==> config.mk <==
export PLATFORM = sky130hd
export DESIGN_NAME = serial_byte_tx_flat
export DESIGN_NICKNAME = d
export VERILOG_FILES = /design/src/rtl/serial_byte_tx_pkg.sv /design/src/rtl/serial_byte_tx_if.sv /design/src/rtl/serial_byte_tx_fifo.sv /design/src/rtl/serial_byte_tx.sv /design/src/flat_wrapper.sv
export SDC_FILE = /design/constraint.sdc
export NUM_CORES = 1
export LEC_CHECK = 0
export ABC_AREA = 1
export CAP_MARGIN = 5
export CORE_MARGIN = 2
export CORE_UTILIZATION = 55
export DETAILED_ROUTE_END_ITERATION = 6
export GPL_TIMING_DRIVEN = 1
export PLACE_DENSITY = 0.75
export SKIP_CTS_REPAIR_TIMING = 1
export SLEW_MARGIN = 40
export SYNTH_ARGS = -nofsm -noshare
export SYNTH_HDL_FRONTEND = slang
export SYNTH_SLANG_ARGS = --single-unit
==> constraint.sdc <==
create_clock -name clka -period 4.5 [get_ports clka]
set_input_delay 0.675 -clock clka [delete_from_list [all_inputs] [get_ports clka]]
set_output_delay 0.675 -clock clka [all_outputs]
set_load 0.01 [all_outputs]
==> src/rtl/serial_byte_tx_pkg.sv <==
// Shared types and constants for the serial byte transmitter and its FIFO.
package serial_byte_tx_pkg;

    localparam int unsigned BYTE_W    = 8;
    localparam int unsigned BIT_CNT_W = 3;
    localparam int unsigned GAP_W     = 4;

    typedef enum logic [1:0] {
        ST_IDLE,
        ST_SHIFT,
        ST_GAP
    } tx_state_e;

endpackage

==> src/rtl/serial_byte_tx_if.sv <==
// Parallel-in handshake and serial-out framing signals of serial_byte_tx.
interface serial_byte_tx_if #(
    parameter int unsigned DEPTH = 4
);
    import serial_byte_tx_pkg::*;

    localparam int unsigned CNT_W = $clog2(DEPTH) + 1;

    logic [BYTE_W-1:0] din;
    logic              din_valid;
    logic              din_ready;
    logic              wra_n;
    logic              da;
    logic              busy;
    logic [CNT_W-1:0]  fifo_count;

    modport master (
        output din, din_valid,
        input  din_ready, wra_n, da, busy, fifo_count
    );

    modport slave (
        input  din, din_valid,
        output din_ready, wra_n, da, busy, fifo_count
    );

endinterface

==> src/rtl/serial_byte_tx_fifo.sv <==
// Synchronous show-ahead byte FIFO; head is the registered entry at the read pointer.
module sync_byte_fifo
    import serial_byte_tx_pkg::*;
#(
    parameter  int unsigned DEPTH = 4,
    localparam int unsigned PTR_W = $clog2(DEPTH),
    localparam int unsigned CNT_W = PTR_W + 1
) (
    input  logic              clk,
    input  logic              rst,
    input  logic              push,
    input  logic [BYTE_W-1:0] push_data,
    input  logic              pop,
    output logic [BYTE_W-1:0] head,
    output logic              full,
    output logic              empty,
    output logic [CNT_W-1:0]  count
);

    logic [BYTE_W-1:0] mem_q [DEPTH];
    logic [BYTE_W-1:0] mem_d [DEPTH];
    logic [PTR_W-1:0]  wr_ptr_q, wr_ptr_d;
    logic [PTR_W-1:0]  rd_ptr_q, rd_ptr_d;
    logic [CNT_W-1:0]  count_q, count_d;
    logic              do_push, do_pop;

    assign full    = (count_q == CNT_W'(DEPTH));
    assign empty   = (count_q == '0);
    assign count   = count_q;
    assign head    = mem_q[rd_ptr_q];
    assign do_push = push && !full;
    assign do_pop  = pop && !empty;

    // Pointers are PTR_W wide, so natural overflow gives the modulo-DEPTH wrap.
    always_comb begin
        mem_d    = mem_q;
        wr_ptr_d = wr_ptr_q;
        rd_ptr_d = rd_ptr_q;
        count_d  = count_q;
        if (do_push) begin
            mem_d[wr_ptr_q] = push_data;
            wr_ptr_d        = wr_ptr_q + PTR_W'(1);
        end
        if (do_pop) begin
            rd_ptr_d = rd_ptr_q + PTR_W'(1);
        end
        case ({do_push, do_pop})
            2'b10:   count_d = count_q + CNT_W'(1);
            2'b01:   count_d = count_q - CNT_W'(1);
            default: count_d = count_q;
        endcase
    end

    always_ff @(posedge clk) begin
        mem_q <= mem_d;
        if (rst) begin
            wr_ptr_q <= '0;
            rd_ptr_q <= '0;
            count_q  <= '0;
        end else begin
            wr_ptr_q <= wr_ptr_d;
            rd_ptr_q <= rd_ptr_d;
            count_q  <= count_d;
        end
    end

endmodule

==> src/rtl/serial_byte_tx.sv <==
// Buffers parallel bytes and shifts each out MSB first on da, framed by active-low wra_n,
// with GAP_CYCLES idle cycles between frames.
module serial_byte_tx
    import serial_byte_tx_pkg::*;
#(
    parameter int unsigned DEPTH      = 4,
    parameter int unsigned GAP_CYCLES = 1
) (
    input  logic            clka,
    input  logic            rst,
    serial_byte_tx_if.slave bus
);

    localparam int unsigned CNT_W = $clog2(DEPTH) + 1;

    tx_state_e              state_q, state_d;
    logic [BYTE_W-1:0]      shreg_q, shreg_d;
    logic [BIT_CNT_W-1:0]   bit_cnt_q, bit_cnt_d;
    logic [GAP_W-1:0]       gap_cnt_q, gap_cnt_d;
    logic                   wra_n_q, wra_n_d;
    logic                   da_q, da_d;

    logic                   fifo_pop, fifo_full, fifo_empty, load;
    logic [BYTE_W-1:0]      fifo_head;
    logic [CNT_W-1:0]       fifo_count;

    sync_byte_fifo #(.DEPTH(DEPTH)) u_fifo (
        .clk       (clka),
        .rst       (rst),
        .push      (bus.din_valid),
        .push_data (bus.din),
        .pop       (fifo_pop),
        .head      (fifo_head),
        .full      (fifo_full),
        .empty     (fifo_empty),
        .count     (fifo_count)
    );

    assign bus.din_ready  = !fifo_full;
    assign bus.wra_n      = wra_n_q;
    assign bus.da         = da_q;
    assign bus.busy       = !fifo_empty || (state_q != ST_IDLE);
    assign bus.fifo_count = fifo_count;

    // Every path that starts a frame funnels through 'load' so the pop and bit 7 share one edge.
    always_comb begin
        state_d   = state_q;
        shreg_d   = shreg_q;
        bit_cnt_d = bit_cnt_q;
        gap_cnt_d = gap_cnt_q;
        wra_n_d   = 1'b1;
        da_d      = 1'b0;
        fifo_pop  = 1'b0;
        load      = 1'b0;

        case (state_q)
            ST_IDLE: load = !fifo_empty;
            ST_SHIFT: begin
                if (bit_cnt_q != '0) begin
                    shreg_d   = {shreg_q[BYTE_W-2:0], 1'b0};
                    da_d      = shreg_q[BYTE_W-2];
                    wra_n_d   = 1'b0;
                    bit_cnt_d = bit_cnt_q - BIT_CNT_W'(1);
                end else if (GAP_CYCLES > 0) begin
                    gap_cnt_d = GAP_W'(GAP_CYCLES);
                    state_d   = ST_GAP;
                end else if (!fifo_empty) begin
                    load = 1'b1;
                end else begin
                    state_d = ST_IDLE;
                end
            end
            ST_GAP: begin
                if (gap_cnt_q <= GAP_W'(1)) begin
                    load    = !fifo_empty;
                    state_d = ST_IDLE;
                end else begin
                    gap_cnt_d = gap_cnt_q - GAP_W'(1);
                end
            end
            default: state_d = ST_IDLE;
        endcase

        if (load) begin
            fifo_pop  = 1'b1;
            shreg_d   = fifo_head;
            da_d      = fifo_head[BYTE_W-1];
            wra_n_d   = 1'b0;
            bit_cnt_d = '1;
            state_d   = ST_SHIFT;
        end
    end

    always_ff @(posedge clka) begin
        if (rst) begin
            state_q   <= ST_IDLE;
            shreg_q   <= '0;
            bit_cnt_q <= '0;
            gap_cnt_q <= '0;
            wra_n_q   <= 1'b1;
            da_q      <= 1'b0;
        end else begin
            state_q   <= state_d;
            shreg_q   <= shreg_d;
            bit_cnt_q <= bit_cnt_d;
            gap_cnt_q <= gap_cnt_d;
            wra_n_q   <= wra_n_d;
            da_q      <= da_d;
        end
    end

endmodule

==> src/flat_wrapper.sv <==
// flat-port wrapper written by rule: the top's interface ports become plain ports
module serial_byte_tx_flat import serial_byte_tx_pkg::*;
#(
    parameter int unsigned DEPTH      = 4,
    parameter int unsigned GAP_CYCLES = 1
)
  (clka, rst, bus_din, bus_din_valid, bus_din_ready, bus_wra_n, bus_da, bus_busy, bus_fifo_count);
  serial_byte_tx_if #(.DEPTH(DEPTH)) bus_i ();
  input  logic clka;
  input  logic rst;
  input wire logic [$bits(bus_i.din)-1:0] bus_din;
  input wire logic [$bits(bus_i.din_valid)-1:0] bus_din_valid;
  output wire logic [$bits(bus_i.din_ready)-1:0] bus_din_ready;
  output wire logic [$bits(bus_i.wra_n)-1:0] bus_wra_n;
  output wire logic [$bits(bus_i.da)-1:0] bus_da;
  output wire logic [$bits(bus_i.busy)-1:0] bus_busy;
  output wire logic [$bits(bus_i.fifo_count)-1:0] bus_fifo_count;
  assign bus_i.din = bus_din;
  assign bus_i.din_valid = bus_din_valid;
  assign bus_din_ready = bus_i.din_ready;
  assign bus_wra_n = bus_i.wra_n;
  assign bus_da = bus_i.da;
  assign bus_busy = bus_i.busy;
  assign bus_fifo_count = bus_i.fifo_count;
  serial_byte_tx #(.DEPTH(DEPTH), .GAP_CYCLES(GAP_CYCLES)) u_core (.clka(clka), .rst(rst), .bus(bus_i));
endmodule
==> reports/summary.md <==
The flow ran to the end, and the final reports show no timing, DRC or antenna violations. The repair_antennas step left the layout with diodes totalling 0. The run gives 346 as the number of nets in the synthesized netlist. The placeable core region was 0.00479 mm²; the power after layout was 2.21 mW. For the total count of max-transition violations in the final report, the log shows 0. The tightest min-delay check is of the reg2reg type.

Setup total negative slack on the finished layout was measured at 0 ps. Clock tree skew after final layout: 7.09 ps. Critical register-to-register path startpoint: u_core.gap_cnt_q[0]. For the TritonCTS sink count, the log shows 57.

The pre-antenna-repair detailed-routing pass consisted of 5 iterations. For the peak supply drop, the log shows 0.482 mV. In the finished design, the share of the clock period the worst path needs comes to 61.4%.

The die width is 74.9 µm. Timing would allow up to 0.362 GHz. The instance area after placement was 0.00297 mm².

The synthesized design contains 57 register bits. By count the netlist is led by sky130_fd_sc_hd__nand2_1 (73), sky130_fd_sc_hd__inv_1 (61), sky130_fd_sc_hd__nand3_1 (38). Counting instances, the worst hold path has a depth of 2. Path type of the worst setup path: reg2out. Setup violations remaining at the end of the flow were counted as 0. Summing the sequential cell areas from Yosys gives 52.9% of the chip area. The insertion delay of the later-clocked pin in the worst-skew pair came out at 330 ps.

The startpoint kind of the worst setup timing path is a flop. sky130_fd_sc_hd__nand2_1 is the most common cell in the netlist. For the number of global-route vias before repair, the log shows 1,913.

For the pin with the worst max-slew slack, the measured transition is 785 ps. A synthesized cell averages 8.58 µm². Counting flops with an async set or reset pin after synthesis yields a share of 0%.

Summed over all layers, the routed wires come to 5030 µm. The worst path needs 2760 ps of the cycle, external delays included. Share of post-route cells with drive strength above 1: 8.65%. The number of antenna violations at the first check in global routing came out at 0. In this run the biggest area consumer among cell types represents 34.8% of the synthesized area. The die covers 0.00560 mm². The analysis attributes to cell leakage a power of 1.43 nW. For this run, the leading register cell type out of synthesis is sky130_fd_sc_hd__edfxtp_1. Data on the critical path is required at its endpoint by 3830 ps. After detailed routing, the average wire length per cell comes to 12.2 µm.

The maximum number of pins on one net before global-route repair was 20; the total count of hold-check failures in the final report was 0. In the synthesized netlist, the number of instances is 322. The synthesized area was 0.00276 mm².

The detailed placer's ending HPWL was 3370 µm; the number of buffers between clock root and the deepest sink was 2. At the end of the flow, the number of nets in the layout was 366. For the H-tree depth, the log shows 3. Clock-pin slew was measured on the worst setup and hold paths at 70 ps. The synthesized design spends more area on one cell type than any other, namely sky130_fd_sc_hd__edfxtp_1. Final weighted congestion in routability-driven placement: 0.776. The floorplan step set the die height to 74.9 µm. For this configuration, the core starts out at a cell density of 57.7%. The post-synthesis to final-layout area growth is 15.0%. Top fanout value on the critical path: 16.

Number of remaining DRC errors: 0. Data on the critical path arrives at its endpoint at 2090 ps. By area the synthesized netlist is led by sky130_fd_sc_hd__edfxtp_1 (35%), sky130_fd_sc_hd__dfxtp_1 (18%), sky130_fd_sc_hd__nand2_1 (9.9%).

The detailed router finished its first iteration with 136 violations. The run gives 0 as the number of synthesis warnings. The hold path endpoint was u_core.bit_cnt_q[1]. After floorplanning, the core was divided into 25 placement rows.

The power density of the placed cells works out to 695 mW/mm². The worst pin sits at a relative slew slack of 47.4%. For this block, the via count after detailed routing is 2,050. For the register-to-register setup slack, the log shows 2090 ps. Setup repair after global routing left no endpoint under its margin. Number of placed I/O pins: 18.

TritonCTS built the clock tree. In this run the remaining antenna-violating nets after routing total 0. The total of max-cap violations was 0.

The worst register-to-register path ends at u_core.u_fifo.count[2]. For the worst flop-to-flop path, the logic depth is 15. After synthesis, the netlist uses 31 different library cells. Fill cells in the final layout number 391.

Global routing consumed, over all layers together, 20.8% of the routing resources. Total clock buffers created by CTS: 9. The tree is rooted in a sky130_fd_sc_hd__clkbuf_8. The via density per instance works out to 4.95. The nature of the critical path endpoint is an output port.

Input and output buffers added on the ports amount to 17. The total grt overflow came out at 0. After routing the design area is 0.00318 mm². The count of flip-flops with a built-in enable after synthesis works out to 32. The first global-routing pass estimated 8490 µm of wire. The startpoint identified for the worst hold timing path is u_core.bit_cnt_q[1].
## how the worst max path moves through the flow
stage | from | end | cells after the start
2_1_floorplan | u_core.gap_cnt_q[0] | u_core.u_fifo.count[2] | 15
3_3_place_gp | bus_din_valid | u_core.u_fifo.count[2] | 9
3_5_place_dp | bus_din_valid | u_core.u_fifo.count[2] | 9
4_1_cts | u_core.gap_cnt_q[0] | bus_busy | 9
5_1_grt | u_core.gap_cnt_q[0] | bus_busy | 9
6_report | u_core.gap_cnt_q[0] | bus_busy | 9
## registers in the layout, summed over array words and instances (netlist names)
name                    cells
u_core.u_fifo.mem_q        32
u_core.shreg_q              7
u_core.gap_cnt_q            4
u_core.bit_cnt_q            3
u_core.u_fifo.count         3
u_core.state_q              2
u_core.u_fifo.rd_ptr_q      2
u_core.u_fifo.wr_ptr_q      2
u_core.bus.da               1
u_core.bus.wra_n            1
## area by class of cell
| cell class | instances | area (µm²) | area share (%) |
|---|---|---|---|
| Inverter | 64 | 243 | 7.64 |
| Clock inverter | 7 | 85.1 | 2.68 |
| Clock buffer | 9 | 124 | 3.90 |
| Timing Repair Buffer | 17 | 170 | 5.36 |
| Sequential cell | 57 | 1460 | 46.0 |
| Tap cell | 67 | 83.8 | 2.64 |
| Multi-Input combinational cell | 193 | 1010 | 31.8 |
## critical path, stage by stage (launching register included)
cell	delay [ps]
sky130_fd_sc_hd__dfxtp_1	410
sky130_fd_sc_hd__inv_1	70
sky130_fd_sc_hd__ha_1	210
sky130_fd_sc_hd__inv_1	70
sky130_fd_sc_hd__nand2_1	80
sky130_fd_sc_hd__nand3_2	90
sky130_fd_sc_hd__nand2_4	100
sky130_fd_sc_hd__nand2_4	180
sky130_fd_sc_hd__nand2_1	70
sky130_fd_sc_hd__clkdlybuf4s50_1	480
## through the flow
stage / utilization (%) / instances / hold WS [ps] / setup slack (ps)
CTS: 66.3 / 414 / 496 / 1720
floorplan: - / 322 / 460 / 2430
global placement: 62.0 / 398 / 471 / 2060
global route: 66.4 / 414 / 499 / 1580
detailed placement: 62.0 / 398 / 486 / 1990
finish: 66.4 / 414 / 493 / 1740
## report_power, final
group / internal, mW / total (mW) / switching [mW] / leakage, nW
combinational: 0.351 / 0.938 / 0.587 / 0.825
sequential: 0.669 / 0.762 / 0.0925 / 0.500
clock: 0.306 / 0.506 / 0.201 / 0.104
total: 1.33 / 2.21 / 0.880 / 1.43
## cell families (layout without fill, tap and decap cells)
kind of cell             Yosys count  count (layout)  share of synthesized area [%]
AO/OA/AOI/OAI                     27              27                           5.39
adder cells (fa/ha/maj)           13              13                           6.16
buffers and inverters             72              97                           10.6
flip-flops                        57              57                           52.9
AND/OR/NAND/NOR                  153             153                           24.9
## layout by cell type, fill, tap and decap left out, drive strengths merged, types with 2 or more instances in the layout
master / instances
a21oi: 13
clkdlybuf4s50: 17
clkbuf: 9
nand3: 41
or2: 3
a31oi: 2
nor2: 28
dfxtp: 25
nand2: 78
ha: 12
o21ai: 10
bufinv: 2
clkinv: 5
edfxtp: 32
inv: 63
## layer usage
layer / global-route usage (%) / share of wire, % / up-vias
met5: 0 / 0 / -
met4: 13.1 / 2.0 / 0
met3: 4.69 / 5.5 / 7
met2: 31.9 / 47 / 48
met1: 26.7 / 45 / 935
li1: - / - / 1060
(Power assumes the default switching activity.)
